===== src/rtl/simd_shift_pipe.sv =====
// SIMD halfword/word shift and rotate execution pipe with programmable depth and pipeline-wide flush.
// Optional per-stage forwarding taps are built when SHIFT_PIPE_FWD_EN is defined.
module simd_shift_pipe #(
    parameter int WIDTH = 128,
    parameter int DEPTH = 4
) (
    input  logic             clk,
    input  logic             reset,
    input  logic [10:0]      op,
    input  logic [6:0]       rt_addr,
    input  logic [WIDTH-1:0] ra,
    input  logic [WIDTH-1:0] rb,
    input  logic             reg_write,
    input  logic             flush,
    output logic [WIDTH-1:0] rt_wb,
    output logic [6:0]       rt_addr_wb,
    output logic             reg_write_wb
`ifdef SHIFT_PIPE_FWD_EN
    ,
    output logic [DEPTH*WIDTH-1:0] fwd_rt,
    output logic [DEPTH*7-1:0]     fwd_addr,
    output logic [DEPTH-1:0]       fwd_valid
`endif
);

    localparam int NWORD = WIDTH / 32;

    localparam logic [10:0] OP_SHLH  = 11'b00001011111;
    localparam logic [10:0] OP_SHL   = 11'b00001011011;
    localparam logic [10:0] OP_ROTH  = 11'b00001011100;
    localparam logic [10:0] OP_ROT   = 11'b00001011000;
    localparam logic [10:0] OP_ROTHM = 11'b00001011101;
    localparam logic [10:0] OP_ROTM  = 11'b00001011001;

    // b carries only the count bits an element operation can look at
    function automatic logic [15:0] half_op(input logic [10:0] opc, input logic [15:0] a,
                                            input logic [4:0] b);
        logic [4:0]  cnt;
        logic [31:0] dbl;
        half_op = 16'd0;
        cnt     = 5'd0;
        dbl     = 32'd0;
        case (opc)
            OP_SHLH:  half_op = (b >= 5'd16) ? 16'd0 : (a << b[3:0]);
            OP_ROTH: begin
                dbl     = {a, a} << b[3:0];
                half_op = dbl[31:16];
            end
            OP_ROTHM: begin
                cnt     = 5'd0 - b;
                half_op = (cnt >= 5'd16) ? 16'd0 : (a >> cnt[3:0]);
            end
            default:  half_op = 16'd0;
        endcase
    endfunction

    function automatic logic [31:0] word_op(input logic [10:0] opc, input logic [31:0] a,
                                            input logic [5:0] b);
        logic [5:0]  cnt;
        logic [63:0] dbl;
        word_op = 32'd0;
        cnt     = 6'd0;
        dbl     = 64'd0;
        case (opc)
            OP_SHL:   word_op = (b >= 6'd32) ? 32'd0 : (a << b[4:0]);
            OP_ROT: begin
                dbl     = {a, a} << b[4:0];
                word_op = dbl[63:32];
            end
            OP_ROTM: begin
                cnt     = 6'd0 - b;
                word_op = (cnt >= 6'd32) ? 32'd0 : (a >> cnt[4:0]);
            end
            default:  word_op = 32'd0;
        endcase
    endfunction

    logic [WIDTH-1:0] result_s;
    logic             valid_op_s;
    logic             is_half_s;
    logic             issue_valid_s;
    logic             unused_rb_s;

    logic [WIDTH-1:0] data_r [DEPTH];
    logic [6:0]       addr_r [DEPTH];
    logic [DEPTH-1:0] valid_r;

    // Only the low count bits of each rb element matter
    assign unused_rb_s = ^rb;

    // Decode the opcode and compute the element-wise shift/rotate result
    always_comb begin
        result_s   = '0;
        valid_op_s = 1'b0;
        is_half_s  = 1'b0;
        case (op)
            OP_SHLH, OP_ROTH, OP_ROTHM: begin
                valid_op_s = 1'b1;
                is_half_s  = 1'b1;
            end
            OP_SHL, OP_ROT, OP_ROTM: begin
                valid_op_s = 1'b1;
                is_half_s  = 1'b0;
            end
            default: begin
                valid_op_s = 1'b0;
                is_half_s  = 1'b0;
            end
        endcase
        for (int w = 0; w < NWORD; w++) begin
            if (is_half_s) begin
                result_s[w*32+16 +: 16] = half_op(op, ra[w*32+16 +: 16], rb[w*32+16 +: 5]);
                result_s[w*32 +: 16]    = half_op(op, ra[w*32 +: 16], rb[w*32 +: 5]);
            end else begin
                result_s[w*32 +: 32]    = word_op(op, ra[w*32 +: 32], rb[w*32 +: 6]);
            end
        end
    end

    assign issue_valid_s = reg_write & valid_op_s & ~flush;

    // Stage registers: data and address shift every cycle, flush clears every valid bit
    always_ff @(posedge clk or posedge reset) begin
        if (reset) begin
            for (int s = 0; s < DEPTH; s++) begin
                data_r[s] <= '0;
                addr_r[s] <= 7'd0;
            end
            valid_r <= '0;
        end else begin
            data_r[0] <= result_s;
            addr_r[0] <= rt_addr;
            for (int s = 1; s < DEPTH; s++) begin
                data_r[s] <= data_r[s-1];
                addr_r[s] <= addr_r[s-1];
            end
            valid_r <= {valid_r[DEPTH-2:0], issue_valid_s} & {DEPTH{~flush}};
        end
    end

    assign rt_wb        = data_r[DEPTH-1];
    assign rt_addr_wb   = addr_r[DEPTH-1];
    assign reg_write_wb = valid_r[DEPTH-1];

`ifdef SHIFT_PIPE_FWD_EN
    for (genvar s = 0; s < DEPTH; s++) begin : g_fwd
        assign fwd_rt[s*WIDTH +: WIDTH] = data_r[s];
        assign fwd_addr[s*7 +: 7]       = addr_r[s];
    end
    assign fwd_valid = valid_r;
`endif

endmodule


===== config.mk =====
export PLATFORM = sky130hd
export DESIGN_NAME = simd_shift_pipe
export DESIGN_NICKNAME = d
export VERILOG_FILES = /design/src/rtl/simd_shift_pipe.sv
export SDC_FILE = /design/constraint.sdc
export NUM_CORES = 2
export LEC_CHECK = 0
export ABC_AREA = 0
export CORE_MARGIN = 2
export CORE_UTILIZATION = 59
export DETAILED_ROUTE_END_ITERATION = 10
export HOLD_SLACK_MARGIN = 0.06
export PLACE_DENSITY = 0.82
export REMOVE_ABC_BUFFERS = 1
export SLEW_MARGIN = 20
export SYNTH_ARGS = -nofsm -noshare
export SYNTH_HDL_FRONTEND = slang
export SYNTH_SLANG_ARGS = --single-unit

===== constraint.sdc =====
create_clock -name clk -period 27.5 [get_ports clk]
set_input_delay 4.125 -clock clk [delete_from_list [all_inputs] [get_ports clk]]
set_output_delay 4.125 -clock clk [all_outputs]
set_load 0.01 [all_outputs]

Word-level counts from Yosys, hierarchy flattened
Index checks and enable logic that the tools add are counted.

operators by class
  add/subtract/negate cells = 12
  multipliers = 0
  div/mod/pow operators = 0
  order comparisons = 24
  eq/ne operators = 6
  shift-type cells = 36
  multiplexer cells = 42
  bitwise logic cells = 4
  reduce and logical (&&, ||, !) cells = 2

operators with widths
  operator             count
  $mux 32              12
  $pmux 16 s3          8
  $pmux 32 s3          4
  $mux 16              16
  $shl 32x4->32        8
  $shl 64x5->64        4
  $shl 16x4->16        8
  $shl 32x5->32        4
  $shr 16x4->16        8
  $shr 32x5->32        4
  $ge 5x5->1 const B   16
  $eq 11x7->1 const B  6
  $ge 6x6->1 const B   8
  $sub 1x5->5 const A  8
  $sub 1x6->6 const A  4
  $reduce_or 6->1      1
  $and 4x4->4          1
  $reduce_or 3->1      1
  $and 1x1->1          2
  $mux 1               2
  $not 1->1            1

storage, ports and cells
  flip-flop bits (word level) = 544
  latch bits = 0
  bits in writable memories = 0
  memory bits (read-only) = 0
  output and inout bits = 136
  word-level logic and storage cells = 135
  memories = 0

Longest topological paths before layout
  word-level depth = 6
  mapped depth = 18

Worst setup path after synthesis
Ideal clock, no wire load.

  path kind = input to register
  start point = input port rb[64]
  end point = register data_r[451] in the netlist's numbering
  setup time = 0.135 ns
  arrival time = 7.558 ns
  required time = 27.365 ns
  path slack = 19.807 ns
  stages on the path = 15
  buffers on the path = 9
  cells stage by stage = buf_4 -> buf_4 -> inv_1 -> buf_2 -> buf_2 -> buf_2 -> buf_2 -> ha_1 -> buf_2 -> buf_2 -> buf_1 -> mux2_2 -> mux4_2 -> a221oi_1 -> o211ai_1

on the way
  word-level cells in the longest chain between the ends = 5

ends and longest elaborated chain
  element                                            line    RTL
  start: declaration                                 12      input logic [WIDTH-1:0] rb,
  $sub 1x6->6 / $sub 1x5->5 (equally long branches)  71, 50
  $shr 32x5->32, or another cell as far along        72      word_op = (cnt >= 6'd32) ? 32'd0 : (a >> cnt[4:0]);
  $mux 32 / $mux 16 (equally long branches)          72, 51
  $pmux 32 s3 / $pmux 16 s3 (equally long branches)  64, 43
  $mux 32 (*)                                        111     if (is_half_s) begin
  via result_s[67]                                   78      logic [WIDTH-1:0] result_s;
  end signal: indexed assignment                     134     data_r[s] <= data_r[s-1];
  end: declaration                                   84      logic [WIDTH-1:0] data_r [DEPTH];

The timed path passes the listed nets; every way through them passes the cells marked *.

Worst setup path after layout
  start point = input port rb[96]
  end point = register data_r[482] in the netlist's numbering

Same word-level chain as after synthesis.

==> flow_metrics.tcl <==
set metrics [dict create \
    finalHoldViolCount 0 \
    worstSetupStartpointType "input port" \
    required_ps 27980 \
    crit_fanout 43 \
    peakVddDrop_uv 42.97 \
    syn_avg_cell_area_sq_um 10.03 \
    postRouteAntennaNets 0 \
    layout_commonest_cell "dfrtp_1" \
    firstDrtPassIters 9 \
    area_growth_pct 9.611 \
    grt_pass1_wl_microns 261100 \
    tns_ps 0 \
    setup_slack_ps 19520 \
    die_h_microns 280.2 \
    reg2reg_depth 1 \
    crit_path_end_kind "flip-flop" \
    final_cell_mix "dfrtp_1 (544), mux2i_1 (445), nand2_1 (428), mux4_2 (361), clkdlybuf4s50_1 (309)" \
    yosysWarnings 0 \
    h-tree-depth 2 \
    cts_resized 0 \
    setup_violations 0 \
    drc 0 \
    drtIter0Drc 6548 \
    synth_flop_cell "dfrtp_1" \
    syn_inst 4487 \
    coreArea_sq_mm 0.07570 \
    clock_skew_ps 33.81 \
    clk_latency_ps 660 \
    dp_hpwl_microns 123200 \
    post_drt_wl_per_cell_microns 33.18 \
    ys_types 97 \
    hp-class "flip-flop to flip-flop" \
    final_area_sq_mm 0.04932 \
    gr-total-overflow 0 \
    utilization_pct 65.15 \
    synth_edf_count 0 \
    worst_slew_pin_slew_ps 1174 \
    final_net_count 4665 \
    cts_buffer_depth 3 \
    netlist_area_sq_mm 0.04499 \
    placed_area_sq_mm 0.04733 \
    postCtsSetupRepairBufs 0 \
    cts_tree "done" \
    fmax_ghz 0.1252 \
    io_buffers 329 \
    ys_seq_area_share_pct 30.26 \
    rows 101 \
    fillers 5912 \
    cts_hold_buf 0 \
    grt_pass1_vias 39170 \
    crit_type "input port to flip-flop" \
    preCtsSetupSlack_ps 18990 \
    drt-total-wl_microns 179100 \
    fp.dieW_microns 280.2 \
    root_buffer "clkbuf_16" \
    p_leak_nw 20.70 \
    drive_gt1_share_pct 19.22 \
    start_util_pct 59.44 \
    numClockSinks 544 \
    period_share_pct 29.04 \
    die_area_sq_mm 0.07848 \
    grt_usage_pct 44.79 \
    antenna_found_initial 15 \
    maxSlewViolCount 0 \
    io_pins 414 \
    gp_congestion 1.052 \
    holdPathStages 0 \
    maxCapViolCount 0 \
    rsz0062_at_grt "no" \
    slew_headroom_pct 19.70 \
    grt_max_degree 182 \
    viasPerCell 7.700 \
    async_flop_share_pct 100.0 \
    power_density_mw_per_mm2 47.12 \
    status "finished, final reports clean" \
    clk_pin_slew_ps 70 \
    num_vias 41560 \
    ys_ff_latch 544 \
    min_period_ps 7985 \
    cp.arrival_ps 8470 \
    cts_made_buffers 52 \
]
synth_stat cells, drive strengths merged, types with 17 or more instances:
cell / instances / area [sq um]
dfrtp: 544 / 13610
mux2i: 445 / 4454
nand2: 430 / 1619
mux4: 361 / 8130
buf: 336 / 2044
nor2: 298 / 1121
clkbuf: 271 / 1017
a21oi: 213 / 1070
mux2: 198 / 2230
o21ai: 178 / 898.4
nand3: 106 / 530.5
o22ai: 74 / 462.9
nor3: 72 / 365.3
a211oi: 65 / 503.0
o2111ai: 51 / 446.7
o211ai: 51 / 382.9
inv: 50 / 187.7
and2: 44 / 275.3
nand4: 40 / 256.5
and3: 38 / 237.7
nand2b: 32 / 200.2
a22oi: 30 / 225.2
a31oi: 28 / 175.2
nor2b: 25 / 156.4
o221ai: 25 / 219.0
a21o: 24 / 180.2
a32oi: 22 / 192.7
or4: 22 / 165.2
a2bb2oi: 21 / 183.9
a221oi: 19 / 166.4
nor4: 19 / 182.7
a222oi: 18 / 180.2
nor3b: 18 / 135.1
o31ai: 18 / 140.1
o32ai: 18 / 157.7
ha: 17 / 212.7
or2: 17 / 106.4
or3: 17 / 106.4
power by group:
| group | internal [mW] | switching [mW] |
|---|---|---|
| clock | 0.484 | 0.333 |
| combinational | 0.271 | 0.425 |
| sequential | 0.808 | 0.00263 |
| total | 1.56 | 0.760 |
sequential cells by signal, summed over array words and instances (netlist names):
name	flops
rt_wb	128
valid_r	4
rt_addr_wb	7
data_r	384
addr_r	21
layout make-up:
cell class | instances | area (sq um) | area share (%)
Multi-Input combinational cell | 3278 | 28240 | 57.26
Sequential cell | 544 | 13610 | 27.60
Timing Repair Buffer | 436 | 4034 | 8.179
Clock buffer | 64 | 1416 | 2.872
Tap cell | 978 | 1224 | 2.481
Clock inverter | 33 | 551.8 | 1.119
Inverter | 58 | 225.2 | 0.4567
Antenna cell | 6 | 15.01 | 0.03044
path summary, 6_finish.rpt:
path                                      endpoint  slack, ps                   from
max                          data_r[482]$_DFF_PP0_      19520                 rb[96]
min                          data_r[137]$_DFF_PP0_        330  data_r[265]$_DFF_PP0_
max reg2reg                   valid_r[3]$_DFF_PP0_      26590   valid_r[2]$_DFF_PP0_
min reg2reg                  data_r[137]$_DFF_PP0_        330  data_r[265]$_DFF_PP0_
max in group asynchronous    data_r[149]$_DFF_PP0_      21200                  reset
min in group asynchronous  rt_addr_wb[3]$_DFF_PP0_       4060                  reset
per-stage QoR:
step / power [mW] / hold slack, ps / instances
final: 2.324 / 327.7 / 5397
after global placement: 1.486 / 331.3 / 5294
after global routing: 2.396 / 337.9 / 5393
after detailed placement: 1.490 / 334.7 / 5294
after CTS: 2.305 / 324.1 / 5391
after floorplan: 1.229 / 331.2 / 3880
metal layers:
| metal | wire length [microns] | vias up | track usage [%] |
|---|---|---|---|
| met5 | 160 | - | 0.2502 |
| met4 | 12650 | 18 | 24.37 |
| met3 | 27020 | 885 | 15.12 |
| met2 | 75610 | 3711 | 65.30 |
| met1 | 63650 | 20100 | 58.87 |
| li1 | - | 16840 | - |
logic make-up (layout without fill, tap and decap cells):
group                      count (synthesis)  in the layout  synth area share (%)
other                                      0              6                     0
xor gates and xnor gates                  21             21                0.4255
buffers and inverters                    665            591                 7.289
muxes                                   1004           1004                 32.93
adders and majority gates                 17             17                0.4727
and+or+nand+nor                         1206           1206                 12.66
AOI/OAI and AO/OA                       1030           1030                 15.97
DFF                                      544            544                 30.26
critical path, cell delays in order:
cell and delay [ps]:
buf_4 460, clkinv_1 730, ha_1 580, buf_4 500, mux4_2 410, mux2_2 330, o21ai_0 460, o22ai_1 180
or4_1 620
No activity file was read; power rests on OpenSTA's default activity.
